===== src/rtl/bin_to_bcd_pkg.sv =====
// Shared types and constants for the bin_to_bcd converter.
package bin2bcd_pkg;

  typedef enum logic [1:0] {
    IDLE,
    SHIFT,
    FINISH
  } state_e;

  typedef logic [3:0] bcd_digit_t;

  // Double-dabble digit correction: digits >= 5 get +3 before each shift.
  localparam bcd_digit_t BCD_ADJ_THRESH = 4'd5;
  localparam bcd_digit_t BCD_ADJ_ADD    = 4'd3;

  // Widest legal operand (63 -> tens digit 6) and the bit-counter width it needs.
  localparam int unsigned MAX_WIDTH = 6;
  localparam int unsigned CNT_W     = 3;

endpackage


===== src/rtl/bin_to_bcd_digit_adj.sv =====
// Single BCD digit correction stage for double-dabble: adds 3 when the
// digit is 5 or more. 4-bit add, carry out discarded.
module bcd_digit_adj
  import bin2bcd_pkg::*;
(
  input  logic [3:0] digit_i,
  output logic [3:0] digit_o
);

  // Conditional +3 correction.
  always_comb begin
    digit_o = digit_i;
    if (digit_i >= BCD_ADJ_THRESH) begin
      digit_o = digit_i + BCD_ADJ_ADD;
    end
  end

endmodule


===== src/rtl/bin_to_bcd.sv =====
// Binary to two-digit BCD converter (tens, ones) using double-dabble.
// Default build: iterative, one bit per clock under START/DONE handshake.
// Define BIN2BCD_FAST_EN to replace the iterative datapath with a
// combinational double-dabble network (result one cycle after START,
// BUSY tied low).
module bin_to_bcd
  import bin2bcd_pkg::*;
#(
  parameter int unsigned WIDTH = 4
) (
  input  logic             CLK,
  input  logic             RESET_N,
  input  logic             START,
  input  logic [WIDTH-1:0] VALUE,
  output logic [3:0]       TENS,
  output logic [3:0]       ONES,
  output logic             BUSY,
  output logic             DONE
);

  if (WIDTH < 1 || WIDTH > MAX_WIDTH) begin : g_width_chk
    $error("bin_to_bcd: WIDTH must be in the range 1..6");
  end

`ifdef BIN2BCD_FAST_EN

  logic [WIDTH-1:0]   val_q;
  logic               pend_q;
  bcd_digit_t         tens_q;
  bcd_digit_t         ones_q;
  logic               done_q;
  // Stage i holds the BCD field after the i-th shift of the unrolled network.
  logic [WIDTH:0][3:0] st_tens;
  logic [WIDTH:0][3:0] st_ones;

  assign st_tens[0] = '0;
  assign st_ones[0] = '0;

  for (genvar i = 0; i < WIDTH; i++) begin : g_stage
    bcd_digit_t adj_tens;
    bcd_digit_t adj_ones;

    bcd_digit_adj u_adj_tens (
      .digit_i (st_tens[i]),
      .digit_o (adj_tens)
    );

    bcd_digit_adj u_adj_ones (
      .digit_i (st_ones[i]),
      .digit_o (adj_ones)
    );

    // Shift left by one, pulling in the next operand bit MSB-first.
    assign st_tens[i+1] = {adj_tens[2:0], adj_ones[3]};
    assign st_ones[i+1] = {adj_ones[2:0], val_q[WIDTH-1-i]};
  end

  // Capture the operand on START, then register the converted digits one
  // cycle later together with the DONE pulse.
  always_ff @(posedge CLK or negedge RESET_N) begin
    if (!RESET_N) begin
      val_q  <= '0;
      pend_q <= 1'b0;
      tens_q <= '0;
      ones_q <= '0;
      done_q <= 1'b0;
    end else begin
      pend_q <= START;
      done_q <= pend_q;
      if (START) begin
        val_q <= VALUE;
      end
      if (pend_q) begin
        tens_q <= st_tens[WIDTH];
        ones_q <= st_ones[WIDTH];
      end
    end
  end

  assign TENS = tens_q;
  assign ONES = ones_q;
  assign BUSY = 1'b0;
  assign DONE = done_q;

`else

  state_e           state_q, state_d;
  logic [WIDTH-1:0] bin_q, bin_d;
  logic [7:0]       bcd_q, bcd_d;
  logic [CNT_W-1:0] cnt_q, cnt_d;
  bcd_digit_t       tens_q, tens_d;
  bcd_digit_t       ones_q, ones_d;
  logic             done_q, done_d;

  bcd_digit_t       adj_tens;
  bcd_digit_t       adj_ones;
  logic [WIDTH+7:0] shift_w;

  bcd_digit_adj u_adj_tens (
    .digit_i (bcd_q[7:4]),
    .digit_o (adj_tens)
  );

  bcd_digit_adj u_adj_ones (
    .digit_i (bcd_q[3:0]),
    .digit_o (adj_ones)
  );

  // Corrected {BCD, binary} field shifted left by one; the tens MSB falls
  // off, which is safe because tens never exceeds 6.
  always_comb begin
    shift_w = {adj_tens[2:0], adj_ones, bin_q, 1'b0};
  end

  // State, datapath and output registers.
  always_ff @(posedge CLK or negedge RESET_N) begin
    if (!RESET_N) begin
      state_q <= IDLE;
      bin_q   <= '0;
      bcd_q   <= '0;
      cnt_q   <= '0;
      tens_q  <= '0;
      ones_q  <= '0;
      done_q  <= 1'b0;
    end else begin
      state_q <= state_d;
      bin_q   <= bin_d;
      bcd_q   <= bcd_d;
      cnt_q   <= cnt_d;
      tens_q  <= tens_d;
      ones_q  <= ones_d;
      done_q  <= done_d;
    end
  end

  // Next-state and datapath control: load, WIDTH shifts, then publish.
  always_comb begin
    state_d = state_q;
    bin_d   = bin_q;
    bcd_d   = bcd_q;
    cnt_d   = cnt_q;
    tens_d  = tens_q;
    ones_d  = ones_q;
    done_d  = 1'b0;
    case (state_q)
      IDLE: begin
        if (START) begin
          bin_d   = VALUE;
          bcd_d   = '0;
          cnt_d   = CNT_W'(WIDTH);
          state_d = SHIFT;
        end
      end
      SHIFT: begin
        bcd_d = shift_w[WIDTH+7:WIDTH];
        bin_d = shift_w[WIDTH-1:0];
        cnt_d = cnt_q - CNT_W'(1);
        if (cnt_q == CNT_W'(1)) begin
          state_d = FINISH;
        end
      end
      FINISH: begin
        tens_d  = bcd_q[7:4];
        ones_d  = bcd_q[3:0];
        done_d  = 1'b1;
        state_d = IDLE;
      end
      default: begin
        state_d = IDLE;
      end
    endcase
  end

  assign TENS = tens_q;
  assign ONES = ones_q;
  assign BUSY = (state_q != IDLE);
  assign DONE = done_q;

`endif

endmodule


===== config.mk =====
export PLATFORM = sky130hd
export DESIGN_NAME = bin_to_bcd
export DESIGN_NICKNAME = d
export VERILOG_FILES = /design/src/rtl/bin_to_bcd_pkg.sv /design/src/rtl/bin_to_bcd_digit_adj.sv /design/src/rtl/bin_to_bcd.sv
export SDC_FILE = /design/constraint.sdc
export NUM_CORES = 1
export LEC_CHECK = 0
export ABC_AREA = 0
export BUFFER_PORTS_ARGS = -buffer_cell sky130_fd_sc_hd__buf_2
export CAP_MARGIN = 10
export CORE_UTILIZATION = 45
export DETAILED_ROUTE_END_ITERATION = 10
export PLACE_DENSITY_LB_ADDON = 0.05
export SYNTH_ARGS = -nofsm -noshare
export SYNTH_HDL_FRONTEND = slang
export SYNTH_HIERARCHICAL = 1
export SYNTH_SLANG_ARGS = --single-unit

===== constraint.sdc =====
create_clock -name CLK -period 3.1 [get_ports CLK]
set_input_delay 0.62 -clock CLK [delete_from_list [all_inputs] [get_ports CLK]]
set_output_delay 0.62 -clock CLK [all_outputs]
set_load 0.02 [all_outputs]

After elaboration in Yosys (flattened, before gate mapping)
Cells that the tools add are included.

Bits in registers: 26. Word-level logic and storage cells: 34.

$add $sub $neg: 3. Order comparisons: 2. Equality and inequality tests: 5. Muxes and demuxes: 12. Reduce and logical (&&, ||, !) cells: 5.

Operators with widths (number): 8-bit case mux with 2 select lines (1); 4-bit by 3-bit >= comparator with 1-bit output (second input constant) (2); 4-bit two-way mux (2); 8-bit two-way mux (1); 4-bit case mux with 2 select lines (1); 3-bit two-way mux (2); 3-bit case mux with 2 select lines (1); 4-bit by 2-bit adder with 4-bit output (second input constant) (1); 2-bit two-way mux (2); 2-bit != test (second input constant) (2); 2-bit case mux with 2 select lines (1); 2-bit AND reduction (2); 2-bit nonzero test (2); 3-bit by 2-bit adder with 3-bit output (second input constant) (1); 3-bit by 1-bit equality test with 1-bit output (second input constant) (1); 3-bit by 1-bit subtractor with 3-bit output (second input constant) (1); 2-bit by 1-bit equality test with 1-bit output (second input constant) (1); 2-bit equality test (second input constant) (1); 2-bit zero test (1); 1-bit two-way mux (1).

Logic depth before layout (Yosys ltp)
Word-level depth: 3. Depth in mapped cells: 6. Mapped depth without buffers: 6.

Cells and area by module
Netlist, hierarchy kept.

By module, submodules not included: bin_to_bcd (instances 1, cells an instance 74, area an instance 1057.3 sq um, seq. area each 650.6 sq um); bcd_digit_adj (instances 2, cells an instance 16, area an instance 101.3 sq um, seq. area each 0.0 sq um).

Worst setup path before layout
Ideal clock, no wire load.

Kind: reg-to-output. From: register state_q[0]. To: output port BUSY. Arrival time: 0.829 ns. Required time: 2.480 ns. Setup slack: 1.651 ns. Stages on the path, launching flop included: 3. Buffers on the path: 1. Cell sequence: dfrtp_1 > buf_6 > or2_2.

Longest elaborated chain between the ends: 1.

RTL lines: start, declared (line bin_to_bcd.sv:87) `state_e state_q, state_d;`; start signal, assigned (line bin_to_bcd.sv:126) `state_q <= state_d;`; 2-bit nonzero test (line bin_to_bcd.sv:176) `assign BUSY = (state_q != IDLE);`; end, declared (line bin_to_bcd.sv:17) `output logic BUSY,`.

No other way between the ends.

Worst setup path in the final report
Ends and elaborated chain as after synthesis.

==> reports/metrics.cfg <==
[place]
place_hpwl_um = 1370
dp.cells = 145
numPortBuffers = 16
place_area_mm2 = 0.00134
place_congestion = 0.713

[global_route]
grt_pass1_vias = 715
grt_pass1_wl_um = 3190
track_usage_pct = 15.3
antenna_found_initial = 0
grt_max_degree = 27
grt-ovfl-total = 0

[detailed_routing]
viasPerCell = 5.30
drt-initial-drc-count = 7
met2WireLength_um = 922
wl_met1_um = 901
met3WireLength_um = 57
drc = 0
firstDrtPassIters = 4
routed_wl_um = 1900
top_layer = met4
vias = 789
drt-wirelength-per-cell_um = 12.7
ant_nets = 0

[cells_and_area]
insertedDiodeCount = 0
final_cells = 149
final_area_mm2 = 0.00137
area_growth_pct = 10.7
fin_util_pct = 53.9
drive_above_1_share_pct = 31.1
nets = 133

[yosys]
yosys_warnings = 6
synthCells = 102
synth_nets = 115
post_synth.cell_area_avg_um2 = 12.2
mappedNetlistArea_mm2 = 0.00124

[flow_run]
drv_cap = 0

[critical_path]
crit_fanout = 12
slowest_stage = dfrtp_1
path_cells = or2_2 > buf_2
r2r_cells = 2
start_kind = register
critPathRequiredTime_ps = 2480
worstReg2RegStart = state_q[0]
crit_start = state_q[0]
path_class = register to output port
arrival_ps = 1290
rrSetupSlack_ps = 1610
timing.rr.end = state_q[1]
end_kind = output port
max_stage_delay_ps = 500

[floorplanning]
initial_core_util_pct = 48.7
die_area_mm2 = 0.00297
num_rows = 18
die_w_um = 54.5
io_pins = 17
core-area_mm2 = 0.00254
die_y_um = 54.5

[sta]
fin_crit_ps = 1910
setup_violations = 0
slew_violations = 0
skew_ps = 1.85
fmax_ghz = 0.522
hold_violations = 0
rsz0062_at_grt = no
slew_headroom_pct = 50.9
worstMarginPinSlew_ps = 736
tns_ps = 0
finalCritPeriodShare_pct = 61.7

[pwr]
p_leak_uw = 0.000700
power.density_mw_per_mm2 = 1020
total_power_uw = 1400
peakVddDrop_mv = 0.526

[clock_network]
cts_tree = done
cts_buffer_depth = 2
cts_buffers = 3
cts_setup_buffers = 0
htreeDepth = 1
postCtsResizedCells = 0
clkTransAtPathRegs_ps = 140
cts_hold_buf = 0
cts_root_buf = clkbuf_4
cts_sinks = 26
clock_latency_ps = 310

[min_path]
hp-class = input port to async pin

[run_status]
outcome = finished clean

## routing by layer
metal,GRT usage (%),up-vias
met1,18.6,371
met3,2.50,2
met4,5.13,0
li1,-,399
met2,27.2,17
met5,0,-
## how the worst max path moves through the flow
stage | end | slack [ps]
floorplan | BUSY | 1650
global placement | BUSY | 1550
detailed placement | BUSY | 1550
CTS | BUSY | 1160
global route | BUSY | 1120
finish | BUSY | 1190
## cells in the final DEF (no fill, tap or decap), drive strengths merged
cell	n
nor2b	1
or4b	3
or3b	1
buf	16
nand2	9
a22o	8
o22ai	1
mux2i	3
o21ba	1
ha	6
clkbuf	4
and2	1
nor2	2
o21bai	1
a221oi	1
inv	8
and3	1
dfrtp	26
nand2b	5
a21oi	2
o211ai	1
o21ai	2
mux2	8
xnor2	2
o221a	3
or2	1
a31oi	1
nor3b	1
## metrics by stage
stage | worst slack (ps) | hold WS [ps]
final | 1190 | 284
after global routing | 1120 | 316
after CTS | 1160 | 292
after detailed placement | 1550 | 489
after global placement | 1550 | 481
after floorplan | 1650 | 324
## state kept, by name, indices dropped and copies added, names as in the netlist
register and cells:
bcd_q 8, TENS 4, state_q 2, cnt_q 3
ONES 4, DONE 1, bin_q 4
## power breakdown
part	internal, uW	switching [uW]	total (uW)
clock	71.6	95.5	167
combinational	321	317	638
sequential	482	115	597
## cell type report
cell class	count	area [um^2]
fill	221	1170
sequential	26	651
multi-input combinational	65	538
timing repair buffer	16	80.1
tap	30	37.5
clock buffer	4	36.3
inverter	8	30.0
## critical path: cells and delay by family (launching register included)
family / cells / cell delay (ps)
simple gates: 1 / 320
buf+inv: 1 / 160
flops: 1 / 500
Power figures use the tool's default switching activity.
